===== config.mk =====
export PLATFORM = sky130hd
export DESIGN_NAME = if_id_fetch
export DESIGN_NICKNAME = d
export VERILOG_FILES = /design/src/rtl/if_id_fetch.sv
export SDC_FILE = /design/constraint.sdc
export NUM_CORES = 1
export LEC_CHECK = 0
export BUFFER_PORTS_ARGS = -buffer_cell sky130_fd_sc_hd__clkbuf_2
export CORE_UTILIZATION = 51
export CTS_CLUSTER_DIAMETER = 40
export DETAILED_ROUTE_END_ITERATION = 8
export PLACE_DENSITY_LB_ADDON = 0.15
export SYNTH_ARGS = -nofsm -noshare
export SYNTH_HDL_FRONTEND = slang
export SYNTH_SLANG_ARGS = --single-unit

===== constraint.sdc =====
create_clock -name clk_i -period 2.65 [get_ports clk_i]
set_input_delay 0.1325 -clock clk_i [delete_from_list [all_inputs] [get_ports clk_i]]
set_output_delay 0.1325 -clock clk_i [all_outputs]
set_load 0.01 [all_outputs]

===== src/rtl/if_id_fetch.sv =====
// rtl/if_id_fetch.sv - RV32I fetch stage and IF/ID register; FETCH_PERF_EN adds bubble/redirect counters
module if_id_fetch #(
    parameter logic [31:0] RESET_PC  = 32'h0000_0000,
    parameter logic [31:0] NOP_INSTR = 32'h0000_0013
) (
    input  logic        clk_i,
    input  logic        rst_i,
    input  logic        stall_i,
    input  logic        flush_i,
    input  logic        branch_taken_i,
    input  logic [31:0] branch_target_i,
    output logic        imem_req_o,
    output logic [31:0] imem_addr_o,
    input  logic        imem_ack_i,
    input  logic [31:0] imem_data_i,
    output logic [31:0] pc_o,
    output logic [31:0] instr_o,
`ifdef FETCH_PERF_EN
    output logic [31:0] perf_bubble_o,
    output logic [31:0] perf_redirect_o,
`endif
    output logic        valid_o
);

    typedef enum logic [1:0] {IDLE, FETCH, HOLD, DRAIN} state_t;

    state_t      state;
    logic [31:0] pc_q;
    logic [31:0] skid_q;
    logic [31:0] target;
    logic [31:0] pc_inc;
    logic        redirect;
    logic        unused_target_lsbs;

    assign target             = {branch_target_i[31:2], 2'b00};
    assign unused_target_lsbs = ^branch_target_i[1:0];
    assign pc_inc             = pc_q + 32'd4;
    assign redirect           = branch_taken_i & ~stall_i & (state != IDLE);

    // imem_addr_o only moves when a new request starts, so it stays put while a request is outstanding
    always_ff @(posedge clk_i or negedge rst_i) begin
        if (!rst_i) begin
            state       <= IDLE;
            pc_q        <= RESET_PC;
            skid_q      <= NOP_INSTR;
            imem_req_o  <= 1'b0;
            imem_addr_o <= RESET_PC;
            pc_o        <= 32'd0;
            instr_o     <= NOP_INSTR;
            valid_o     <= 1'b0;
        end else begin
            case (state)
                IDLE: begin
                    state       <= FETCH;
                    imem_req_o  <= 1'b1;
                    imem_addr_o <= pc_q;
                end
                FETCH: begin
                    if (stall_i) begin
                        if (imem_ack_i) begin
                            skid_q     <= imem_data_i;
                            state      <= HOLD;
                            imem_req_o <= 1'b0;
                        end
                    end else if (branch_taken_i) begin
                        pc_q    <= target;
                        instr_o <= NOP_INSTR;
                        valid_o <= 1'b0;
                        if (imem_ack_i) begin
                            imem_addr_o <= target;
                        end else begin
                            state <= DRAIN;
                        end
                    end else if (flush_i) begin
                        instr_o <= NOP_INSTR;
                        valid_o <= 1'b0;
                        // keep the returning instruction; it is the next one in program order
                        if (imem_ack_i) begin
                            skid_q     <= imem_data_i;
                            state      <= HOLD;
                            imem_req_o <= 1'b0;
                        end
                    end else if (imem_ack_i) begin
                        pc_o        <= pc_q;
                        instr_o     <= imem_data_i;
                        valid_o     <= 1'b1;
                        pc_q        <= pc_inc;
                        imem_addr_o <= pc_inc;
                    end else begin
                        instr_o <= NOP_INSTR;
                        valid_o <= 1'b0;
                    end
                end
                HOLD: begin
                    if (!stall_i) begin
                        if (branch_taken_i) begin
                            pc_q        <= target;
                            imem_addr_o <= target;
                            instr_o     <= NOP_INSTR;
                            valid_o     <= 1'b0;
                            state       <= FETCH;
                            imem_req_o  <= 1'b1;
                        end else if (flush_i) begin
                            instr_o <= NOP_INSTR;
                            valid_o <= 1'b0;
                        end else begin
                            pc_o        <= pc_q;
                            instr_o     <= skid_q;
                            valid_o     <= 1'b1;
                            pc_q        <= pc_inc;
                            imem_addr_o <= pc_inc;
                            state       <= FETCH;
                            imem_req_o  <= 1'b1;
                        end
                    end
                end
                DRAIN: begin
                    if (redirect) begin
                        pc_q <= target;
                    end
                    if (imem_ack_i) begin
                        state       <= FETCH;
                        imem_addr_o <= redirect ? target : pc_q;
                    end
                end
                default: state <= IDLE;
            endcase
        end
    end

`ifdef FETCH_PERF_EN
    always_ff @(posedge clk_i or negedge rst_i) begin
        if (!rst_i) begin
            perf_bubble_o   <= 32'd0;
            perf_redirect_o <= 32'd0;
        end else begin
            if (state != IDLE && !valid_o) begin
                perf_bubble_o <= perf_bubble_o + 32'd1;
            end
            if (redirect) begin
                perf_redirect_o <= perf_redirect_o + 32'd1;
            end
        end
    end
`endif

endmodule

After elaboration in Yosys (flattened, before gate mapping). Cells that the tools add are included.

Bitwise gates (word level): 3. Reduce and logical (&&, ||, !) cells: 13. Eq/ne operators: 19. $add $sub $neg: 1. Mux-type cells: 60.

Operators by type and width (count): 32-bit 2-to-1 mux (30); 32-bit case mux with 2 select lines (2); 32-bit case mux with 4 select lines (1); 32-bit case mux with 3 select lines (1); 32-bit by 3-bit adder with 32-bit output (second input constant) (1); 2-bit 2-to-1 mux (9); 2-bit inequality test (second input constant) (9); 3-bit inequality test (second input constant) (5); 1-bit 2-to-1 mux (14); 6-bit AND reduction (2); 5-bit AND reduction (2); 4-bit inequality test (second input constant) (2); 2-bit case mux with 4 select lines (1); 8-bit AND reduction (1); 3-bit AND reduction (2); 2-bit nonzero test (3); 3-bit nonzero test (2); 2-bit == test (second input constant) (2); 1-bit case mux with 3 select lines (1); 1-bit AND (2); 2-bit by 1-bit == test with 1-bit output (second input constant) (1); 2-bit logical NOT (1); 1-bit case mux with 2 select lines (1); 1-bit NOT (1).

Bits in registers: 164. Word-level logic and storage cells: 104.

Depth between registers and ports, before layout. Gate-level depths: netlist of run 1.

Depth in word-level cells: 6. Depth in mapped cells: 11. Mapped depth without buffers: 8.

Worst setup path before layout of run 1. OpenSTA, ideal clock, no wires.

Path type: flip-flop to flip-flop. Start point: register state[1]. End point: register pc_o[10]. Data arrival time: 2.345 ns. Stages on the path, launching flop included: 10. Buffers on the path: 3. Slack: 0.180 ns. Cells stage by stage: dfrtp_1 -> inv_1 -> ha_1 -> clkbuf_1 -> nand2b_1 -> a21boi_0 -> or4_1 -> clkbuf_1 -> buf_1 -> mux2_2.

Cells in the longest elaborated chain, start to end: 3. Elaborated cells between the ends (all ways): 12.

RTL lines: from (decl) (line 27) `state_t state;`; from (signal assigned) (line 43) `state <= IDLE;`; from (signal assigned) (line 54) `state <= FETCH;`; from (signal assigned) (line 62) `state <= HOLD;`; 2-bit by 1-bit == test with 1-bit output / 2-bit == test (equally long branches) (line 52) `case (state)`; 2-bit inequality test (no source line) / 2-bit nonzero test (equally long branches); 8-bit AND reduction (no source line); to (signal assigned) (line 84) `pc_o <= pc_q;`; to (signal assigned) (line 107) `pc_o <= pc_q;`; to (decl) (line 16) `output logic [31:0] pc_o,`.

Parallel ways exist; a longest one is shown, timed or not. A chain may end at the register's enable or synchronous reset.

Worst setup path after layout of run 1.
Start point: register pc_q[3]. End point: register imem_addr_o[31].

Cells in the longest elaborated chain, start to end: 6. Elaborated cells between the ends (all ways): 9.

RTL lines: from (decl) (line 28) `logic [31:0] pc_q;`; from (signal assigned) (line 66) `pc_q <= target;`; from (signal assigned) (line 87) `pc_q <= pc_inc;`; from (signal assigned) (line 97) `pc_q <= target;`; 32-bit by 3-bit adder with 32-bit output (*) (line 37) `assign pc_inc = pc_q + 32'd4;`; 32-bit 2-to-1 mux (line 83) `end else if (imem_ack_i) begin`; 32-bit 2-to-1 mux (line 74) `end else if (flush_i) begin`; 32-bit 2-to-1 mux (line 65) `end else if (branch_taken_i) begin`; 32-bit 2-to-1 mux (line 59) `if (stall_i) begin`; 32-bit case mux with 4 select lines (*) (line 52); to (signal assigned) (line 56) `imem_addr_o <= pc_q;`; to (signal assigned) (line 70) `imem_addr_o <= target;`; to (signal assigned) (line 88) `imem_addr_o <= pc_inc;`; to (decl) (line 13) `output logic [31:0] imem_addr_o,`.

Every way passes the cells marked *; elsewhere a longest branch is shown, timed or not. The select of a mux whose other input is x is not followed.

==> flow_summary_export.csv, run 1 <==
group,metric,value,unit
placement,port_buffers,165,
setup_path,cp_max_fo,5,
cells_and_area,area_growth,21.8,%
clock_tree,clock_path_buffers,2,
floorplan,rows,48,
timing,finalCritPeriodShare,93.2,%
cells_and_area,n_antenna_cell,0,
timing,slew_headroom,48.0,%
logic_synthesis,yosysSeqAreaShare,45.9,%
timing,tightest_slew,0.778,ns
global_routing,grt_max_degree,72,
timing,fin_ws,0.180,ns
clock_tree,clk_pin_slew_worst_paths,0.07,ns
global_routing,grt_pass1_vias,7771,
timing,fin_tns_setup,0,ns
setup_path,rr_worst_depth,6,
power,p_comb_share,49.9,%
timing,period_minus_slack,2.47,ns
run_status,status,"finished, final reports clean",
clock_tree,cts_tree,"done",
placement,place_ws,0.204,ns
setup_path,cpPeakStageDelay,0.55,ns
placement,post-place-cells,1302,
setup_path,path_cells,"and4_4 > or4b_1 > or4_4 > mux2_4 > a221oi_2 > a21oi_1",
logic_synthesis,synth_top_cell_area_share,44.1,%
power,seq_power_share,32.5,%
routing,via_per_inst,5.93,
logic_synthesis,netlist_area,0.00896,mm^2
setup_path,cp_data_required_time,2.97,ns
power,switching_share,43.0,%
power,leakagePower,4.85,nW
routing,ant_nets,0,
clock_tree,numCtsBuffers,17,
global_routing,grt_pass1_wl,41.7,mm
clock_tree,clkSinkCount,164,
setup_path,cp_slowest_cell,"or4_4",
cells_and_area,fin_util,63.3,%
routing,met3_length,1.90,mm
power,powerDensity,1250,mW/mm^2
routing,wl,26.2,mm
cells_and_area,nets,1205,
timing,rsz0062_at_grt,"false",
clock_tree,insertion_delay,0.43,ns
global_routing,antenna_found_initial,0,
power,power.switching,0.00585,W
logic_synthesis,yosysTopAreaCell,"dfrtp_1",
timing,finalMaxSlewViolations,0,
floorplan,dieArea,0.0181,mm^2
logic_synthesis,syn_inst,948,
power,pwr-share-clk,17.6,%
floorplan,die_w,135,um
logic_synthesis,async_reset_ff_share,100,%
timing,setup_viol,0,
floorplan,die_h,135,um
min_path,hp-class,"primary input to register",
cells_and_area,stdcell_count,1368,
timing,holdWs,0.0279,ns
routing,wl_met2,12.8,mm
setup_path,critPathKind,"register to register",
cells_and_area,drive_above_1_share,30.0,%
logic_synthesis,syn_nets,1023,
setup_path,start_kind,"register",
logic_synthesis,synth_warnings,0,
setup_path,worstPathArrival,2.79,ns
global_routing,track_usage,29.8,%
logic_synthesis,ys_types,69,
clock_tree,cts_max_level,4,
routing,wl_per_cell,19.2,um
power,intPower,0.00774,W
floorplan,initial_core_util,52.0,%
min_path,hold-path-cell-count,3,
routing,routed-via-count,8113,
timing,hold_violations,0,
routing,met1Wirelength,11.0,mm
job,maxCapViolations,0,
placement,gp_congestion,0.892,
logic_synthesis,synth-edff-count,0,
logic_synthesis,synth_flop_cell,"dfrtp_1",
clock_tree,postCtsResizedCells,0,
routing,drt_first_pass_iters,7,
floorplan,core_area,0.0172,mm^2
setup_path,r2r_setup_slack,0.18,ns
logic_synthesis,syn_area_per_cell,9.45,um^2
setup_path,end_kind,"register",
timing,max_freq,0.405,GHz
global_routing,grt_overflow,0,
placement,hpwl,17.4,mm
power,peakVddDrop,693,uV
routing,dr.first_iter.drc_count,732,
clock_tree,root_buffer,"clkbuf_16",
routing,highest_layer,"met4",
timing,fin_skew,0.0108,ns
floorplan,ios,168,
logic_synthesis,synthTopCellsByArea,"dfrtp_1, mux2_2, nand2_1, o21ai_0, clkbuf_1",
logic_synthesis,ys_ff_latch,164,
routing,drc_errors,0,
-- path summary, 6_finish.rpt --
kind                                           from               to
worst max-delay path                        pc_q[3]  imem_addr_o[31]
max in group asynchronous                     rst_i         pc_q[17]
worst max register to register              pc_q[3]  imem_addr_o[31]
worst min register to register       imem_addr_o[0]   imem_addr_o[0]
worst min-delay path            branch_target_i[22]  imem_addr_o[22]
min in group asynchronous                     rst_i          pc_o[8]
-- power by group through the flow --
| stage | Combinational [W] | Clock, W | Sequential (W) |
|---|---|---|---|
| after floorplan | 0.00435 | 0 | 0.00454 |
| after global placement | 0.00656 | 0 | 0.00439 |
| after detailed placement | 0.00667 | 0 | 0.00444 |
| after CTS | 0.00675 | 0.00244 | 0.00441 |
| after global routing | 0.00742 | 0.00253 | 0.00455 |
| final | 0.00679 | 0.00239 | 0.00441 |
-- layout by cell type, fill, tap and decap left out, drive strengths merged, types with 12 or more instances in the layout --
| cell | instances |
|---|---|
| o21ai | 90 |
| a21oi | 45 |
| dfrtp | 158 |
| xor2 | 12 |
| nand2 | 122 |
| dlygate4sd3 | 34 |
| inv | 24 |
| a22oi | 34 |
| or3 | 13 |
| nand2b | 18 |
| mux2 | 63 |
| nor2 | 60 |
| o22ai | 32 |
| a221oi | 24 |
| xnor2 | 13 |
| nand3 | 23 |
| clkbuf | 181 |
| buf | 61 |
-- metrics by stage --
step | power [W] | area (um^2)
after floorplan | 0.00889 | 8960
after global placement | 0.0110 | 10000
after detailed placement | 0.0111 | 10000
after CTS | 0.0136 | 10900
after global routing | 0.0145 | 10900
final | 0.0136 | 10900
-- critical path: cells and delay by family, from the launching register on --
family / cells / cell delay [ns]
AO/OA/AOI/OAI: 2 / 0.34
multiplexers: 1 / 0.32
AND/OR/NAND/NOR: 3 / 1.35
flip-flops: 1 / 0.35
-- kinds of logic after synthesis --
group,Yosys count,share of synthesized area [%]
mux,68,8.52
compound gates,284,20.3
xor+xnor,25,2.44
flops,164,45.9
buf+inv,108,6.72
fa+ha+maj,5,0.698
simple gates,294,15.4
-- final cells by class --
cell class                 instances  area (um^2)
timing repair buffer             259         1650
inverter                          12         45.0
fill                            1452         6320
sequential                       164         4110
multi-input combinational        676         4270
clock inverter                    15          135
tap                              225          282
clock buffer                      17          425
-- sequential cells by signal, indices dropped and copies added (netlist names) --
name / flops
imem_addr_o: 32
instr_o: 32
pc_o: 32
pc_q: 32
skid_q: 32
state: 2
imem_req_o: 1
valid_o: 1
-- cell usage after synthesis, types with 4 or more instances --
library cell / n
a211oi_1: 9
a21oi_1: 45
a221oi_1: 23
a22oi_1: 34
a31oi_1: 7
and2_1: 4
buf_1: 7
buf_2: 4
clkbuf_1: 69
clkbuf_8: 10
dfrtp_1: 158
dfstp_2: 6
ha_1: 5
inv_1: 12
mux2_2: 62
mux2i_1: 5
nand2_1: 122
nand2b_1: 18
nand3_1: 23
nand4_1: 8
nor2_1: 60
nor2b_1: 5
nor3_1: 10
nor4_1: 7
o2111ai_1: 4
o211ai_1: 7
o21a_1: 4
o21ai_0: 88
o221ai_1: 4
o22ai_1: 32
o31ai_1: 5
or3_1: 13
or4_1: 5
xnor2_1: 13
xor2_1: 12
-- repair_timing --
action	in CTS	in global routing
setup buffers	0	0
hold buffers	34	0
endpoints found under the hold margin	95	0
-- metal layers --
metal | GRT usage [%] | up-vias
met4 | 11.2 | 0
met1 | 38.9 | 3892
met2 | 49.7 | 375
met5 | 0 | -
met3 | 5.03 | 43
li1 | - | 3803
Power figures use the tool's default switching activity.
==> run 2: changes to the inputs <==
PLACE_DENSITY = 0.77   (was not set)
PLACE_DENSITY_LB_ADDON = not set   (was 0.15)
==> run 2 against run 1 <==
  * Clock skew up 0.00074 ns
  * Utilization about the same
  * Largest cell class unchanged
  * Clock-buffer cell count up 4
  * Critical path type unchanged
  * First-iteration DRC count up 9.7%
  * Worst setup slack worse by 0.058 ns
  * Sequential share of layout area about the same
  * Sequential cell count unchanged
  * Final area about the same
  * Via count up 1.4%
  * Non-clock buffer count down 12
==> flow_summary_export.csv, run 2 (same netlist as run 1, synthesis figures left out) <==
group,metric,value,unit
routing,routed-via-count,8227,
clock_tree,clock_path_buffers,2,
setup_path,worstPathArrival,2.84,ns
floorplan,ios,168,
setup_path,critPathKind,"register to register",
power,leakagePower,4.82,nW
job,maxCapViolations,0,
timing,rsz0062_at_grt,"false",
timing,finalCritPeriodShare,95.4,%
clock_tree,cts_max_level,4,
cells_and_area,fillCellCount,1405,
timing,slew_headroom,54.9,%
global_routing,grt_overflow,0,
setup_path,cp_data_required_time,2.96,ns
timing,holdWs,0.0339,ns
floorplan,rows,48,
placement,hpwl,17.0,mm
cells_and_area,multi_input_area,0.00427,mm^2
cells_and_area,seqCellArea,0.00411,mm^2
timing,fin_tns_setup,0,ns
global_routing,antenna_found_initial,0,
routing,via_per_inst,6.07,
global_routing,track_usage,29.8,%
clock_tree,clkSinkCount,164,
timing,period_minus_slack,2.53,ns
floorplan,dieArea,0.0181,mm^2
setup_path,cpPeakStageDelay,0.54,ns
timing,fin_skew,0.0115,ns
timing,setup_viol,0,
floorplan,die_w,135,um
global_routing,grt_pass1_wl,41.8,mm
power,peakVddDrop,834,uV
floorplan,core_area,0.0172,mm^2
cells_and_area,drive_above_1_share,29.1,%
run_status,status,"finished, final reports clean",
routing,ant_nets,0,
floorplan,die_h,135,um
placement,gp_congestion,0.946,
cells_and_area,n_antenna_cell,0,
global_routing,grt_max_degree,69,
clock_tree,clk_pin_slew_worst_paths,0.07,ns
cells_and_area,nets,1193,
setup_path,start_kind,"register",
floorplan,initial_core_util,52.0,%
clock_tree,insertion_delay,0.43,ns
cells_and_area,final_common_cell,"clkbuf_2",
setup_path,cp_max_fo,5,
global_routing,grt_pass1_vias,8017,
timing,hold_violations,0,
timing,finalMaxSlewViolations,0,
routing,drc_errors,0,
clock_tree,root_buffer,"clkbuf_16",
power,power.total,0.0138,W
timing,max_freq,0.396,GHz
setup_path,cp_slowest_cell,"or4b_1",
power,powerDensity,1260,mW/mm^2
min_path,hp-class,"primary input to register",
cells_and_area,area_growth,21.8,%
clock_tree,cts_tree,"done",
timing,tightest_slew,0.674,ns
setup_path,path_cells,"and4_4 > or4b_1 > buf_4 > nor4_1 > xnor2_1 > a21oi_1 > o22a_1",
routing,dr.first_iter.drc_count,803,
setup_path,end_kind,"register",
placement,port_buffers,165,
cells_and_area,final_cell_mix,"clkbuf_2, dfrtp_1, nand2_1, o21ai_0, mux2_2",
clock_tree,numCtsBuffers,17,
routing,drt_first_pass_iters,5,
clock_tree,postCtsSetupRepairBufs,0,
routing,wl_per_cell,19.3,um
routing,wl,26.2,mm
-- run 2: changes by cell type in the layout (fill, tap and decap cells not counted), sizes merged --
cell / change
dlygate4sd3: -1
inv: -10
bufinv: +4
buf: -11
clkinvlp: +2
clkbuf: +4
-- run 2: worst paths after layout --
kind / from / to / slack, ns / cells past startpoint
worst max-delay path: pc_q[2] / imem_addr_o[25] / 0.12 / 7
worst min-delay path: branch_target_i[22] / imem_addr_o[22] / 0.03 / 3
worst max register to register: pc_q[2] / imem_addr_o[25] / 0.12 / 7
worst min register to register: imem_addr_o[0] / imem_addr_o[0] / 0.47 / 2
max in group asynchronous: rst_i / instr_o[0] / 1.58 / 3
min in group asynchronous: rst_i / pc_o[11] / 0.29 / 2
-- run 2: through the flow --
step                utilization, %  instances  setup slack (ns)  cell area [um^2]
global placement              57.8       1291             0.215              9960
detailed placement            57.8       1291             0.195              9960
finish                        63.3       1356             0.122             10900
floorplan                        -        948             0.180              8960
global route                  63.3       1356            0.0322             10900
CTS                           63.3       1356             0.188             10900
-- run 2: timing repair --
item / 4_1_cts / 5_1_grt
endpoints found under the hold margin: 98 / 0
gates resized for setup: 0 / 0
hold buffers: 33 / 0
-- run 2: layout make-up --
class	count	area share [%]
Timing Repair Buffer	247	14.5
Multi-Input combinational cell	676	39.1
Clock buffer	21	4.13
Clock inverter	11	1.62
Inverter	12	0.413
Sequential cell	164	37.7
Tap cell	225	2.58
-- run 2: layer usage --
layer | track usage, % | routed length [um] | up-vias
met3 | 7.66 | 2310 | 69
met5 | 0 | 0 | -
li1 | - | - | 3782
met1 | 37.0 | 10500 | 3913
met4 | 14.2 | 926 | 0
met2 | 48.8 | 12500 | 463
-- run 2: critical path, delay by kind of cell, from the launching register on --
family	cells	cell delay, ns
flops	1	0.35
simple gates	3	1.30
buf+inv	1	0.20
xor+xnor	1	0.24
compound gates	2	0.32
-- run 2: power by group --
| part | switching [W] | internal [W] | total [W] |
|---|---|---|---|
| combinational | 0.00390 | 0.00270 | 0.00660 |
| sequential | 0.000796 | 0.00370 | 0.00450 |
| clock | 0.00106 | 0.00161 | 0.00267 |
| total | 0.00576 | 0.00802 | 0.0138 |
==> run 3: changes to the inputs <==
CELL_PAD_IN_SITES_DETAIL_PLACEMENT = 2   (was not set)
CELL_PAD_IN_SITES_GLOBAL_PLACEMENT = 2   (was not set)
CORE_UTILIZATION = 31   (was 51)
PLACE_DENSITY = not set   (was 0.77)
PLACE_DENSITY_LB_ADDON = 0.1   (was not set)
==> run 3 against run 2 <==
  * Critical path depth decreased by 1
  * Critical endpoint is now pc_q[20]
  * Sequential share of layout area decreased by 1.1 points
  * Largest cell class unchanged
  * Global-route usage decreased by 6.1 points
==> flow_summary_export.csv, run 3 (same netlist as run 1, synthesis figures left out) <==
group,metric,value,unit
timing,hold_violations,0,
timing,max_freq,0.406,GHz
global_routing,grt_max_degree,69,
global_routing,antenna_found_initial,1,
power,leakagePower,4.92,nW
clock_tree,clk_pin_slew_worst_paths,0.08,ns
floorplan,ios,168,
global_routing,track_usage,23.7,%
min_path,hp-class,"primary input to register",
cells_and_area,final_cell_mix,"clkbuf_2, dfrtp_1, nand2_1, o21ai_0, mux2_2",
clock_tree,cts_max_level,4,
timing,fin_tns_setup,0,ns
placement,gp_congestion,0.827,
timing,setup_viol,0,
cells_and_area,fillCellCount,3165,
routing,via_per_inst,5.39,
run_status,status,"finished, final reports clean",
clock_tree,insertion_delay,0.45,ns
setup_path,cp_max_fo,5,
power,peakVddDrop,406,uV
clock_tree,clkSinkCount,164,
cells_and_area,seqCellArea,0.00411,mm^2
clock_tree,root_buffer,"clkbuf_16",
clock_tree,postCtsSetupRepairBufs,0,
power,powerDensity,1260,mW/mm^2
routing,wl,33.7,mm
routing,routed-via-count,8246,
placement,port_buffers,165,
global_routing,grt_pass1_vias,9032,
setup_path,critPathKind,"register to register",
global_routing,grt_pass1_wl,52.8,mm
placement,hpwl,23.0,mm
floorplan,rows,61,
routing,wl_per_cell,22.0,um
job,maxCapViolations,0,
setup_path,start_kind,"register",
timing,period_minus_slack,2.46,ns
global_routing,grt_overflow,0,
cells_and_area,fin_util,40.0,%
timing,finalMaxSlewViolations,0,
floorplan,initial_core_util,31.9,%
routing,drc_errors,0,
clock_tree,clock_path_buffers,2,
floorplan,die_w,172,um
timing,tightest_slew,0.818,ns
timing,finalCritPeriodShare,92.9,%
cells_and_area,final_common_cell,"clkbuf_2",
clock_tree,numCtsBuffers,17,
routing,drt_first_pass_iters,5,
setup_path,cp_data_required_time,2.97,ns
setup_path,end_kind,"register",
cells_and_area,drive_above_1_share,30.6,%
routing,ant_nets,0,
timing,rsz0062_at_grt,"false",
clock_tree,cts_tree,"done",
cells_and_area,multi_input_area,0.00428,mm^2
timing,slew_headroom,45.2,%
timing,fin_skew,0.0127,ns
routing,dr.first_iter.drc_count,329,
floorplan,dieArea,0.0296,mm^2
setup_path,worstPathArrival,2.79,ns
floorplan,die_h,172,um
cells_and_area,nets,1212,
cells_and_area,area_growth,25.5,%
floorplan,core_area,0.0281,mm^2
run 3: cell count changes in the layout (fill, tap and decap cells not counted), sizes merged:
cell	change
buf	+18
bufinv	-4
clkbuf	-4
clkinv	+6
clkinvlp	-4
diode	+1
dlygate4sd3	+1
inv	+6
run 3: final timing paths:
kind                                     start           to  slack (ns)  depth (start not counted)
max                                   pc_q[11]     pc_q[20]        0.19                          6
min                        branch_target_i[26]     pc_q[26]        0.01                          3
max reg2reg                           pc_q[11]     pc_q[20]        0.19                          6
min reg2reg                         instr_o[6]   instr_o[6]        0.48                          2
max in group asynchronous                rst_i  instr_o[11]        1.54                          3
min in group asynchronous                rst_i     pc_o[11]        0.27                          2
run 3: power by group:
group / internal (W) / leakage [nW] / total [W] / switching [W]
clock: 0.00126 / 0.289 / 0.00252 / 0.00126
sequential: 0.00370 / 1.99 / 0.00442 / 0.000718
combinational: 0.00289 / 2.64 / 0.00720 / 0.00431
total: 0.00785 / 4.92 / 0.0141 / 0.00629
run 3: what timing repair did:
action	CTS	global route
hold buffers	34	0
endpoints found under the setup margin	0	4
hold endpoints to repair	95	0
gates resized for setup	0	1
run 3: final cells by class:
cell class	count	area share, %
inverters	12	0.401
diodes	1	0.0223
multi-input cells	676	38.0
flip-flops and latches	164	36.6
well taps	378	4.21
clock buffers	17	3.78
repair buffers	266	15.6
clock inverters	15	1.42
run 3: worst max-delay path, cell delays in order (launching register included):
cell and delay, ns:
dfrtp_1 0.37, nand3_1 0.17, or4_1 0.67, nand2b_1 0.33, nor3_1 0.31, o31ai_1 0.14
a221oi_1 0.36
run 3: routing by layer:
metal  global-route usage (%)  vias to the layer above  share of wire, %
li1                         -                     3802                 -
met1                     29.8                     4246                44
met2                     41.5                      167                50
met3                     4.58                       31               4.5
met4                     6.12                        0               1.4
met5                        0                        -                 0
run 3: through the flow:
| stage | total power, W | cell area (um^2) | std cells | worst slack [ns] | hold slack [ns] |
|---|---|---|---|---|---|
| finish | 0.0141 | 11200 | 1529 | 0.187 | 0.0124 |
| detailed placement | 0.0117 | 10300 | 1462 | 0.203 | 0.206 |
| global placement | 0.0115 | 10300 | 1462 | 0.236 | 0.212 |
| CTS | 0.0143 | 11200 | 1528 | 0.169 | 0.000887 |
| floorplan | 0.00889 | 8960 | 948 | 0.180 | -0.163 |
| global route | 0.0152 | 11200 | 1529 | 0.0483 | 0.0258 |
